==> config.mk <==
export PLATFORM = sky130hd
export DESIGN_NAME = cache_control
export DESIGN_NICKNAME = d
export VERILOG_FILES = /design/src/rtl/cache_control.sv
export SDC_FILE = /design/constraint.sdc
export NUM_CORES = 1
export LEC_CHECK = 0
export CORE_ASPECT_RATIO = 1.1
export CORE_UTILIZATION = 47
export DETAILED_ROUTE_END_ITERATION = 12
export PLACE_DENSITY_LB_ADDON = 0.2
export SLEW_MARGIN = 15
export SYNTH_ARGS = -nofsm -noshare
export SYNTH_HDL_FRONTEND = slang
export SYNTH_SLANG_ARGS = --single-unit
==> constraint.sdc <==
create_clock -name clk -period 4.94 [get_ports clk]
set_input_delay 0.988 -clock clk [delete_from_list [all_inputs] [get_ports clk]]
set_output_delay 0.988 -clock clk [all_outputs]
set_load 0.02 [all_outputs]
==> src/rtl/cache_control.sv <==
// cache_control: controller FSM for a 2-way set-associative write-back L1 cache.
// Decides hit/miss, sequences dirty writeback and line allocate, owns LRU bits.
module cache_control #(
    parameter int IDX_W = 3
) (
    input  logic             clk,
    input  logic             rst_n,
    input  logic             mem_read,
    input  logic             mem_write,
    input  logic [IDX_W-1:0] set_idx,
    input  logic [1:0]       hit,
    input  logic [1:0]       valid,
    input  logic [1:0]       dirty,
    input  logic             pmem_resp,
    output logic             mem_resp,
    output logic             pmem_read,
    output logic             pmem_write,
    output logic [1:0]       load_data,
    output logic [1:0]       load_tag,
    output logic [1:0]       set_dirty,
    output logic [1:0]       clr_dirty,
    output logic             data_src,
    output logic             addr_src,
    output logic             way_sel
);

    localparam int SETS = 2 ** IDX_W;

    typedef enum logic [1:0] {
        CHECK     = 2'd0,
        WRITEBACK = 2'd1,
        ALLOCATE  = 2'd2
    } state_t;

    state_t          r_state;
    state_t          w_next;
    logic [SETS-1:0] r_lru;
    logic            r_victim;

    logic       w_req;
    logic       w_hit_way;
    logic [1:0] w_hit_oh;
    logic       w_miss_vic;
    logic [1:0] w_vic_oh;
    logic       w_lru_we;
    logic       w_vic_we;

    // Hit way (way 0 wins on an illegal double hit) and miss victim choice
    always_comb begin
        w_req      = mem_read | mem_write;
        w_hit_way  = ~hit[0];
        w_hit_oh   = w_hit_way ? 2'b10 : 2'b01;
        w_vic_oh   = r_victim ? 2'b10 : 2'b01;
        if (!valid[0]) begin
            w_miss_vic = 1'b0;
        end else if (!valid[1]) begin
            w_miss_vic = 1'b1;
        end else begin
            w_miss_vic = r_lru[set_idx];
        end
    end

    // Next state and datapath controls; everything held low during reset
    always_comb begin
        w_next     = r_state;
        w_lru_we   = 1'b0;
        w_vic_we   = 1'b0;
        mem_resp   = 1'b0;
        pmem_read  = 1'b0;
        pmem_write = 1'b0;
        load_data  = 2'b00;
        load_tag   = 2'b00;
        set_dirty  = 2'b00;
        clr_dirty  = 2'b00;
        data_src   = 1'b0;
        addr_src   = 1'b0;
        way_sel    = 1'b0;
        case (r_state)
            CHECK: begin
                if (w_req && (|hit)) begin
                    mem_resp = 1'b1;
                    way_sel  = w_hit_way;
                    w_lru_we = 1'b1;
                    if (mem_write) begin
                        load_data = w_hit_oh;
                        set_dirty = w_hit_oh;
                    end
                end else if (w_req) begin
                    w_vic_we = 1'b1;
                    if (valid[w_miss_vic] && dirty[w_miss_vic]) begin
                        w_next = WRITEBACK;
                    end else begin
                        w_next = ALLOCATE;
                    end
                end
            end
            WRITEBACK: begin
                pmem_write = 1'b1;
                addr_src   = 1'b1;
                way_sel    = r_victim;
                if (pmem_resp) begin
                    clr_dirty = w_vic_oh;
                    w_next    = ALLOCATE;
                end
            end
            ALLOCATE: begin
                pmem_read = 1'b1;
                if (pmem_resp) begin
                    load_data = w_vic_oh;
                    load_tag  = w_vic_oh;
                    clr_dirty = w_vic_oh;
                    data_src  = 1'b1;
                    w_next    = CHECK;
                end
            end
            default: begin
                w_next = CHECK;
            end
        endcase
        if (!rst_n) begin
            w_lru_we   = 1'b0;
            w_vic_we   = 1'b0;
            mem_resp   = 1'b0;
            pmem_read  = 1'b0;
            pmem_write = 1'b0;
            load_data  = 2'b00;
            load_tag   = 2'b00;
            set_dirty  = 2'b00;
            clr_dirty  = 2'b00;
            data_src   = 1'b0;
            addr_src   = 1'b0;
            way_sel    = 1'b0;
        end
    end

    // State register
    always_ff @(posedge clk or negedge rst_n) begin
        if (!rst_n) begin
            r_state <= CHECK;
        end else begin
            r_state <= w_next;
        end
    end

    // LRU bit of the set points at the way not just used
    always_ff @(posedge clk or negedge rst_n) begin
        if (!rst_n) begin
            r_lru <= '0;
        end else if (w_lru_we) begin
            r_lru[set_idx] <= ~w_hit_way;
        end
    end

    // Victim way latched in the miss cycle, steers writeback and allocate
    always_ff @(posedge clk or negedge rst_n) begin
        if (!rst_n) begin
            r_victim <= 1'b0;
        end else if (w_vic_we) begin
            r_victim <= w_miss_vic;
        end
    end

endmodule

# [After elaboration in Yosys (flattened, before gate mapping)]
# Cells that the tools add are included.
[classes] magnitude_cmp=3 eq_ne=6 mux=47 n_bitwise=2 n_reduce_logical=7
[op_table] operator="2-to-1 mux 2 bit" n=17
[op_table] operator="2-to-1 mux 1 bit" n=24
[op_table] operator="bitwise mux 8 bit" n=1
[op_table] operator="inequality test 2 bit (second input constant)" n=4
[op_table] operator="case mux 2 bit (3 select lines)" n=1
[op_table] operator="< comparator 3 x 4 -> 1 bit (second input constant)" n=1
[op_table] operator="case mux 2 bit (2 select lines)" n=1
[op_table] operator="AND reduction 4 bit" n=1
[op_table] operator="OR reduction 2 bit" n=2
[op_table] operator="binary-select mux 1 bit (select 3 bit)" n=1
[op_table] operator="demux 1 bit (select 3 bit)" n=1
[op_table] operator="greater-or-equal comparator 3 x 1 -> 1 bit (second input constant)" n=1
[op_table] operator="logical AND 1 bit" n=3
[op_table] operator="== test 2 x 1 -> 1 bit (second input constant)" n=1
[op_table] operator="== test 2 bit (second input constant)" n=1
[op_table] operator="zero test 2 bit" n=1
[op_table] operator="< comparator 1 x 2 -> 1 bit (second input constant)" n=1
[op_table] operator="case mux 1 bit (2 select lines)" n=1
[op_table] operator="inverter 1 bit" n=1
[op_table] operator="OR 1 bit" n=1
[word_totals] ff_bits=11 input_bits=14 output_inout_bits=14 elab_cells=68

# [Longest topological paths before layout]
[logic_depth] word_depth=11 depth_mapped=6 mapped_depth_nobuf=6

# [Least setup slack after synthesis]
# Ideal clock, no wire load.
[synth_timing] kind="input to output" from="in rst_n" to="out load_data[1]" arrival_ns=2.233 t_required_ns=3.952 setup_slack_ns=1.719 stages=3 path_buffers=0 path_cell_list="nand2_1 > nor4b_1 > or2_2"
[synth_between] elab_chain_cells=1
[synth_rtl] item="start: declaration" line="7" rtl="input logic rst_n,"
[synth_rtl] item="2-to-1 mux 2 bit" line="120" rtl="if (!rst_n) begin"
[synth_rtl] item="end: declaration" line="18" rtl="output logic [1:0] load_data,"
# Every way passes these cells.

# [Final worst setup path]
[layout_timing] from="in hit[0]" to="out load_data[1]"
[layout_between] elab_chain_cells=5 word_cells_on_any_way=7 cone_classes="5 x mux; 2 x reduce/logical"
[layout_rtl] item="start: declaration" line="11" rtl="input logic [1:0] hit,"
[layout_rtl] item="2-to-1 mux 2 bit or OR reduction 2 bit (tied branches)" line="52, 80"
[layout_rtl] item="2-to-1 mux 2 bit or logical AND 1 bit (tied branches)" line="84, 80"
[layout_rtl] item="2-to-1 mux 2 bit *" line="80" rtl="if (w_req && (|hit)) begin"
[layout_rtl] item="case mux 2 bit (2 select lines) *" line="78" rtl="case (r_state)"
[layout_rtl] item="2-to-1 mux 2 bit *" line="120"
# Mark *: on every way between the ends. The rest lies on a longest branch, timed or not.

==> flow_metrics.env <==
export IMPL_clk_latency_ps=270
export IMPL_drive_gt1_share_pct=17.1
export IMPL_top_layer="met4"
export IMPL_cts_resized=0
export IMPL_skew_ps=10.4
export IMPL_rows=15
export IMPL_dieArea_um2=1890
export IMPL_grt_max_degree=15
export IMPL_grt_use_total_pct=23.5
export IMPL_syn_area_per_cell_um2=9.75
export IMPL_maxSlewViolCount=0
export IMPL_antenna_cells=0
export IMPL_yosysUniqueCellTypes=31
export IMPL_grt_setup_unrepaired="no"
export IMPL_first_pass_iters=4
export IMPL_slowest_delay_ps=760
export IMPL_crit_type="input port to output port"
export IMPL_wl_mm=1.96
export IMPL_cp_cell_sequence="clkdlybuf4s50_1, nor2_1, nor4b_1, or2_2, clkdlybuf4s50_1"
export IMPL_tightest_slew_ps=475
export IMPL_cts_sinks=11
export IMPL_path_clk_slew_ps=60
export IMPL_m1WireLength_um=822
export IMPL_ios=28
export IMPL_ys_ff_latch=11
export IMPL_finalCriticalPeriod_ps=4100
export IMPL_fin_nets=129
export IMPL_yosysSeqAreaShare_pct=34.0
export IMPL_core_um2=1600
export IMPL_grt_pass1_vias=727
export IMPL_slowest_stage="clkdlybuf4s50_1"
export IMPL_io_buffer_count=27
export IMPL_start_util_pct=50.7
export IMPL_antenna_left=0
export IMPL_chipHeight_um=45.5
export IMPL_relSlewSlack_pct=68.2
export IMPL_synth_area_top_cells="dfrtp_1 34%, mux2_2 11%, mux4_1 6.5%"
export IMPL_cts_setup_buffers=0
export IMPL_p_leak_nw=0.467
export IMPL_wl_per_cell_um=15.3
export IMPL_synth_top_cell_area_share_pct=34.0
export IMPL_drtIter0Drc=11
export IMPL_cp_arrival_ps=3110
export IMPL_cts_tree="done"
export IMPL_fin_crit_sh_pct=83.1
export IMPL_antenna_found_initial=0
export IMPL_vias=729
export IMPL_dpl_cell_area_um2=1090
export IMPL_areaGrowthSynthToFinish_pct=38.0
export IMPL_final_common_cell="clkdlybuf4s50_1"
export IMPL_fin_tns_setup_ps=0
export IMPL_fin_area_um2=1120
export IMPL_whs_ps=522
export IMPL_outcome="finished, final reports clean"
export IMPL_syn_nets=100
export IMPL_syn_inst=83
export IMPL_power_density_nw_per_um2=379
export IMPL_wl_met2_mm=1.07
export IMPL_fmax_mhz=244
export IMPL_end_kind="output port"
export IMPL_grt_pass1_wl_mm=3.37
export IMPL_p_total_uw=424
export IMPL_drv_cap=0
export IMPL_clockBufferDepth=2
export IMPL_dr_wl_met3_um=66
export IMPL_drc=0
export IMPL_vias_per_cell=5.70
export IMPL_setup_viol=0
export IMPL_yosys_warnings=0
export IMPL_cts_made_buffers=3
export IMPL_yosys_area_top_type="dfrtp_1"
export IMPL_place_congestion=0.805
export IMPL_final_cell_mix="27 x clkdlybuf4s50_1, 12 x nor2_1, 11 x dfrtp_1, 8 x mux2_2, 6 x inv_1"
export IMPL_die_w_um=41.6
export IMPL_hold_viol=0
export IMPL_critPathMaxFanout=14
export IMPL_critPathRequiredTime_ps=3950
export IMPL_vdd_drop_max_mv=0.234
export IMPL_dp_hpwl_mm=1.54
export IMPL_worstHoldPathType="flip-flop to flip-flop"
export IMPL_htreeDepth=1
export IMPL_clockRootBuffer="clkbuf_4"
export IMPL_synth_cell_area_um2=810
export IMPL_startpoint_type="input port"
export IMPL_overflow=0
export IMPL_cpMostUsedCell="clkdlybuf4s50_1"
export IMPL_ctsHoldBuffers=0
-- routing by layer --
metal / vias up / track usage (%)
met1: 352 / 26.1
met5: - / 0
met3: 2 / 1.98
met4: 0 / 7.74
met2: 21 / 47.5
li1: 354 / -
-- area by class of cell --
class	count	area (um^2)
Inverter	6	22.5
Multi-Input combinational cell	62	493
Timing Repair Buffer	28	278
Sequential cell	11	275
Tap cell	17	21.3
Clock buffer	3	22.5
Fill cell	119	478
Clock inverter	1	5.00
-- sequential cells by signal, summed over array words and instances, names as in the netlist --
name and cells:
r_state 2, r_victim 1, r_lru 8
-- Yosys cell counts --
library cell and n:
mux4_1 2, nor2_1 12, mux2_4 2, o211ai_1 1, nor4b_1 1, nand3_1 4
inv_1 6, dfrtp_1 11, mux2i_1 1, nor3b_1 2, and2_1 2, a211oi_1 1
o31a_1 1, nor2b_1 1, nor4_1 1, nand4bb_1 1, clkbuf_1 3, mux2_2 8
o22ai_1 2, or4_4 1, buf_4 1, o21ai_0 2, nand3b_1 2, o21ai_2 1
nand2_1 5, or2_2 1, a32oi_1 1, nor4b_2 1, ha_1 3, o21a_1 1
nor3_1 2
-- report_power, final --
part,internal (mW),switching (mW),total (mW)
clock network,0.0299,0.0301,0.0600
logic,0.110,0.0975,0.207
registers,0.130,0.0267,0.157
-- through the flow --
stage | util [%] | worst slack [ps] | std cells
after floorplan | - | 1720 | 83
after detailed placement | 68.3 | 826 | 124
after CTS | 70.0 | 822 | 128
final | 70.0 | 837 | 128
after global routing | 70.0 | 681 | 128
after global placement | 68.3 | 918 | 124
-- logic make-up after synthesis --
group,after synthesis,share of synthesized area (%)
multiplexers,13,22.6
flip-flops,11,34.0
AND/OR/NAND/NOR,36,24.9
AO/OA/AOI/OAI,10,8.81
adder cells (fa/ha/maj),3,4.64
buffers and inverters,10,5.10
-- worst paths after layout --
path                       startpoint           end  slack [ps]  cells past startpoint
setup reg to reg           r_state[1]      r_lru[2]        2750                      6
hold reg to reg              r_lru[1]      r_lru[1]         520                      1
hold / removal               r_lru[1]      r_lru[1]         520                      1
min in group asynchronous       rst_n      r_victim         920                      1
setup / recovery               hit[0]  load_data[1]         840                      5
max in group asynchronous       rst_n      r_lru[1]        3620                      2
-- worst max-delay path: cells and delay by family --
kind / cells / cell delay, ps
simple gates: 3 / 740
buf+inv: 2 / 1370
No activity file was read; power rests on OpenSTA's default activity.
